--- config.mk ---
export PLATFORM = sky130hd
export DESIGN_NAME = addr_bus_arbiter
export DESIGN_NICKNAME = d
export VERILOG_FILES = /design/src/rtl/addr_bus_arbiter.sv
export SDC_FILE = /design/constraint.sdc
export NUM_CORES = 1
export LEC_CHECK = 0
export ABC_AREA = 1
export CAP_MARGIN = 20
export CORE_AREA = 4 4 73 75
export CTS_CLUSTER_SIZE = 30
export DETAILED_ROUTE_END_ITERATION = 10
export DIE_AREA = 0 0 77 79
export SYNTH_ARGS = -nofsm -noshare
export SYNTH_HDL_FRONTEND = slang
export SYNTH_SLANG_ARGS = --single-unit
--- constraint.sdc ---
create_clock -name clk -period 1.9 [get_ports clk]
set_clock_uncertainty 0.2 [all_clocks]
set_input_delay 0.38 -clock clk [delete_from_list [all_inputs] [get_ports clk]]
set_output_delay 0.38 -clock clk [all_outputs]
set_load 0.02 [all_outputs]
--- src/rtl/addr_bus_arbiter.sv ---
// Two-requester round-robin arbiter bridging single-transaction requests onto
// separate write and read buses, with a per-transaction ready timeout.
module addr_bus_arbiter #(
    parameter int ADDR_WIDTH = 3,
    parameter int DATA_WIDTH = 1,
    parameter int TIMEOUT    = 8
) (
    input  logic                    clk,
    input  logic                    reset,
    input  logic [1:0]              rq_valid,
    input  logic [1:0]              rq_write,
    input  logic [2*ADDR_WIDTH-1:0] rq_addr,
    input  logic [2*DATA_WIDTH-1:0] rq_wdata,
    output logic [1:0]              rq_ready,
    output logic [1:0]              rsp_valid,
    output logic [2*DATA_WIDTH-1:0] rsp_rdata,
    output logic [1:0]              rsp_err,
    output logic [ADDR_WIDTH-1:0]   write_address,
    output logic [DATA_WIDTH-1:0]   write_data,
    output logic                    write_en,
    input  logic                    write_rdy,
    output logic [ADDR_WIDTH-1:0]   read_address,
    output logic                    read_en,
    input  logic [DATA_WIDTH-1:0]   read_data,
    input  logic                    read_rdy,
    output logic                    busy
);

    typedef enum logic [1:0] {
        IDLE  = 2'd0,
        ISSUE = 2'd1,
        RESP  = 2'd2
    } state_e;

    localparam logic [7:0] TO_LAST = 8'(TIMEOUT - 1);

    state_e                  state_q;
    logic                    last_grant_q;
    logic                    idx_q;
    logic                    is_write_q;
    logic [ADDR_WIDTH-1:0]   waddr_q;
    logic [DATA_WIDTH-1:0]   wdata_q;
    logic [ADDR_WIDTH-1:0]   raddr_q;
    logic [7:0]              cnt_q;
    logic [1:0]              rsp_valid_q;
    logic [1:0]              rsp_err_q;
    logic [2*DATA_WIDTH-1:0] rsp_rdata_q;

    logic                    grant_s;
    logic                    accept_s;
    logic                    issue_s;
    logic [ADDR_WIDTH-1:0]   sel_addr_s;
    logic [DATA_WIDTH-1:0]   sel_wdata_s;
    logic [1:0]              idx_onehot_s;
    logic [2*DATA_WIDTH-1:0] rdata_placed_s;

    // Round-robin choice: on a tie the requester not served last wins.
    always_comb begin
        grant_s = 1'b0;
        if (rq_valid == 2'b11) begin
            grant_s = ~last_grant_q;
        end else if (rq_valid[1]) begin
            grant_s = 1'b1;
        end else begin
            grant_s = 1'b0;
        end
    end

    // Reset gating keeps rq_ready low while reset is held even with valid requests.
    assign accept_s       = (state_q == IDLE) && (|rq_valid) && !reset;
    assign issue_s        = (state_q == ISSUE);
    assign sel_addr_s     = grant_s ? rq_addr[2*ADDR_WIDTH-1:ADDR_WIDTH] : rq_addr[ADDR_WIDTH-1:0];
    assign sel_wdata_s    = grant_s ? rq_wdata[2*DATA_WIDTH-1:DATA_WIDTH] : rq_wdata[DATA_WIDTH-1:0];
    assign idx_onehot_s   = idx_q ? 2'b10 : 2'b01;
    assign rdata_placed_s = idx_q ? {read_data, {DATA_WIDTH{1'b0}}} : {{DATA_WIDTH{1'b0}}, read_data};

    // Grant handshake and bus enables follow the ready inputs combinationally.
    always_comb begin
        rq_ready = 2'b00;
        if (accept_s) begin
            rq_ready = grant_s ? 2'b10 : 2'b01;
        end else begin
            rq_ready = 2'b00;
        end
    end

    assign write_en      = issue_s && is_write_q && write_rdy;
    assign read_en       = issue_s && !is_write_q && read_rdy;
    assign write_address = waddr_q;
    assign write_data    = wdata_q;
    assign read_address  = raddr_q;
    assign rsp_valid     = rsp_valid_q;
    assign rsp_err       = rsp_err_q;
    assign rsp_rdata     = rsp_rdata_q;
    assign busy          = (state_q != IDLE);

    // Transaction FSM: capture on accept, one bus beat or timeout, one response strobe.
    always_ff @(posedge clk or posedge reset) begin
        if (reset) begin
            state_q      <= IDLE;
            last_grant_q <= 1'b1;
            idx_q        <= 1'b0;
            is_write_q   <= 1'b0;
            waddr_q      <= '0;
            wdata_q      <= '0;
            raddr_q      <= '0;
            cnt_q        <= 8'd0;
            rsp_valid_q  <= 2'b00;
            rsp_err_q    <= 2'b00;
            rsp_rdata_q  <= '0;
        end else begin
            rsp_valid_q <= 2'b00;
            rsp_err_q   <= 2'b00;
            rsp_rdata_q <= '0;
            case (state_q)
                IDLE: begin
                    if (accept_s) begin
                        last_grant_q <= grant_s;
                        idx_q        <= grant_s;
                        is_write_q   <= rq_write[grant_s];
                        cnt_q        <= 8'd0;
                        state_q      <= ISSUE;
                        if (rq_write[grant_s]) begin
                            waddr_q <= sel_addr_s;
                            wdata_q <= sel_wdata_s;
                        end else begin
                            raddr_q <= sel_addr_s;
                        end
                    end else begin
                        state_q <= IDLE;
                    end
                end
                ISSUE: begin
                    if (write_en || read_en) begin
                        rsp_valid_q <= idx_onehot_s;
                        rsp_rdata_q <= read_en ? rdata_placed_s : '0;
                        state_q     <= RESP;
                    end else begin
                        cnt_q <= cnt_q + 8'd1;
                        // The TIMEOUT-th stalled cycle ends the attempt with an error.
                        if (cnt_q == TO_LAST) begin
                            rsp_valid_q <= idx_onehot_s;
                            rsp_err_q   <= idx_onehot_s;
                            state_q     <= RESP;
                        end else begin
                            state_q <= ISSUE;
                        end
                    end
                end
                RESP: begin
                    state_q <= IDLE;
                end
                default: begin
                    state_q <= IDLE;
                end
            endcase
        end
    end

endmodule

==> flow_summary.json, run 1 <==
{
  "slowest_stage": "clkdlybuf4s50_1",
  "rr_worst_depth": 7,
  "yosysWarnings": 0,
  "grt_max_degree": 27,
  "async_flop_share": 1.00,
  "p_leak_uw": 0.00106,
  "grtUsageTotal": 0.109,
  "place.gp.congestion": 0.851,
  "synth-compound-area-share": 0.0402,
  "num_rows": 25,
  "finalCriticalPeriod_ps": 1840,
  "synth_top_area_frac": 0.457,
  "fin_cells": 295,
  "tightest_slew_ps": 339,
  "relSlewSlack": 0.774,
  "grt_pass1_wl_mm": 5.46,
  "crit_buf_inv": 1,
  "htree_levels": 1,
  "die_height_um": 79,
  "finalSetupViolations": 0,
  "critical_path_class": "reg -> out",
  "synthMuxAreaShare": 0,
  "cp_slowest_stage_delay_ps": 620,
  "drcViolationCount": 0,
  "post-route-util": 0.435,
  "ir_worst_vdd_v": 0.000483,
  "path_cells": "clkdlybuf4s50_1",
  "grt-ovfl-total": 0,
  "ys_ff_latch": 26,
  "die_area_mm2": 0.00608,
  "antenna_found_initial": 0,
  "grt_pass1_vias": 1302,
  "cts_tree": "built",
  "hold_violations": 0,
  "area_growth_pct": 48.1,
  "cts_buffers": 3,
  "avgSynthCellArea_um2": 7.57,
  "cts_buffer_depth": 2,
  "synth_edf_count": 0,
  "rsz0062_at_grt": "false",
  "worstSetupEndpointType": "primary output",
  "root_buffer": "clkbuf_8",
  "fillers": 466,
  "cts_sinks": 26,
  "final_nets": 260,
  "routedWlPerCell_um": 10.3,
  "ys_seq_area_frac": 0.476,
  "antenna-diode-count": 0,
  "post-synth-top-count-cell": "nand2_1",
  "crit_cells": 1,
  "synth-xor-area-share": 0,
  "synth_cell_type_count": 21,
  "viasPerCell": 4.26,
  "setup-tns-final_ps": 0,
  "dp_cells": 289,
  "totalWireLength_mm": 3.05,
  "drive_gt1_frac": 0.224,
  "mappedNetlistNets": 199,
  "synthFlopType": "dfrtp_1",
  "met2_length_mm": 1.50,
  "die_w_um": 77,
  "yosysTopAreaCell": "dfrtp_1",
  "dp_hpwl_mm": 2.50,
  "synthTopCellsByCount": "nand2_1, dfrtp_1, inv_1",
  "highest_layer": "met4",
  "synth_area_leaders": "dfrtp_1, nand2_1, inv_1",
  "synthSimpleGateAreaFrac": 0.407,
  "finalCritPeriodShare": 0.967,
  "power.density_mw_per_mm2": 1230,
  "whs_ps": 177,
  "io_buffers": 34,
  "cp.required_ps": 1320,
  "start_util": 0.294,
  "first_pass_iters": 4,
  "vias": 1258,
  "drt_iter0_drc": 68,
  "drv_cap": 0,
  "cts_hold_buf": 0,
  "ant_nets": 0,
  "core_mm2": 0.00466,
  "reg2reg_from": "cnt_q[0]$_DFFE_PP0P_",
  "crit_start": "write_address[1]$_DFFE_PP0P_",
  "clk_latency_ps": 270,
  "dr_wl_met3_um": 207,
  "crit_family": "buffers and inverters",
  "synthCells": 181,
  "crit_arrival_ps": 1260,
  "start_kind": "register",
  "synthAdderAreaFrac": 0.00913,
  "critPathMaxFanout": 2,
  "clock.fmax_mhz": 544,
  "outcome": "finished, final reports clean",
  "synth_top_family_by_area": "simple AND/OR/NAND/NOR gates",
  "cts.clk_slew.worst_paths_ps": 90,
  "drt-met1-wl_mm": 1.31,
  "maxSlewViolCount": 0,
  "synth_area_mm2": 0.00137,
  "ioPinCount": 35,
  "hp-class": "in -> async"
}
-- power by group --
group          total, uW  internal [uW]  switching [uW]
clock network        464            282             182
registers            809            708             101
logic               1220            552             663
total               2490           1540             946
-- metrics by stage --
step | cell area, um^2 | setup slack [ps] | total power [uW]
finish | 2030 | 62.3 | 2490
global placement | 1930 | -535 | 2020
global route | 2030 | 1.69 | 2690
CTS | 2010 | 20.8 | 2500
floorplan | 1370 | 13.3 | 1460
detailed placement | 1930 | -543 | 2020
-- placed cells by master (no fill, tap or decap), types with 4 or more instances in the layout --
master,Yosys,layout
nand2_1,75,75
nor2_1,15,15
dfrtp_1,25,25
o21ai_0,6,6
nor2_4,2,5
inv_1,19,18
buf_4,0,24
nand3_1,10,10
nand2_2,5,4
clkdlybuf4s50_1,0,25
-- routing by layer --
| metal | global-route usage | vias up |
|---|---|---|
| li1 | - | 674 |
| met1 | 0.126 | 551 |
| met2 | 0.193 | 27 |
| met3 | 0.0317 | 6 |
| met4 | 0.0338 | 0 |
| met5 | 0 | - |
-- final cells by class --
type	instances	area, um^2	share of cell area
inverter	24	96.3	0.0475
timing repair buffer	56	497	0.245
multi-input combinational	131	646	0.318
tap	54	67.6	0.0333
clock buffer	3	41.3	0.0203
clock inverter	1	30.0	0.0148
sequential	26	652	0.321
-- kinds of logic after synthesis --
kind of cell,after synthesis
buffers and inverters,24
AND/OR/NAND/NOR,122
adder cells (fa/ha/maj),1
flip-flops,26
AO/OA/AOI/OAI,8
-- path summary, 6_finish.rpt --
check	slack (ps)	end
worst max-delay path	60	write_address[1]
worst min-delay path	180	rsp_valid[1]$_DFF_PP0_
worst max register to register	310	rsp_valid[1]$_DFF_PP0_
worst min register to register	280	last_grant_q$_DFFE_PP1P_
max in group asynchronous	1030	last_grant_q$_DFFE_PP1P_
min in group clk	280	last_grant_q$_DFFE_PP1P_
-- repair_timing --
action | CTS | global route
pin swaps | 1 | 0
buffers inserted | 2 | 0
gates resized for setup | 24 | 9
endpoints found under the setup margin | 5 | 5
-- sequential cells by signal (all words and copies together), names as in the netlist --
| name | flops |
|---|---|
| rsp_err | 2 |
| write_address | 3 |
| idx_q | 1 |
| read_address | 3 |
| write_data | 1 |
| is_write_q | 1 |
| rsp_valid | 2 |
| rsp_rdata | 2 |
| last_grant_q | 1 |
| cnt_q | 8 |
| state_q | 2 |
No activity file was read; power rests on OpenSTA's default activity.
==> run 2: changes to the inputs <==
--- a/config.mk
+++ b/config.mk
@@ -8,6 +8,7 @@
 export ABC_AREA = 1
 export CAP_MARGIN = 20
 export CORE_AREA = 4 4 73 75
+export CTS_CLUSTER_DIAMETER = 40
 export CTS_CLUSTER_SIZE = 30
 export DETAILED_ROUTE_END_ITERATION = 10
 export DIE_AREA = 0 0 77 79
==> results of run 2 <==
Final layout, timing and power as in run 1 (identical DEF).
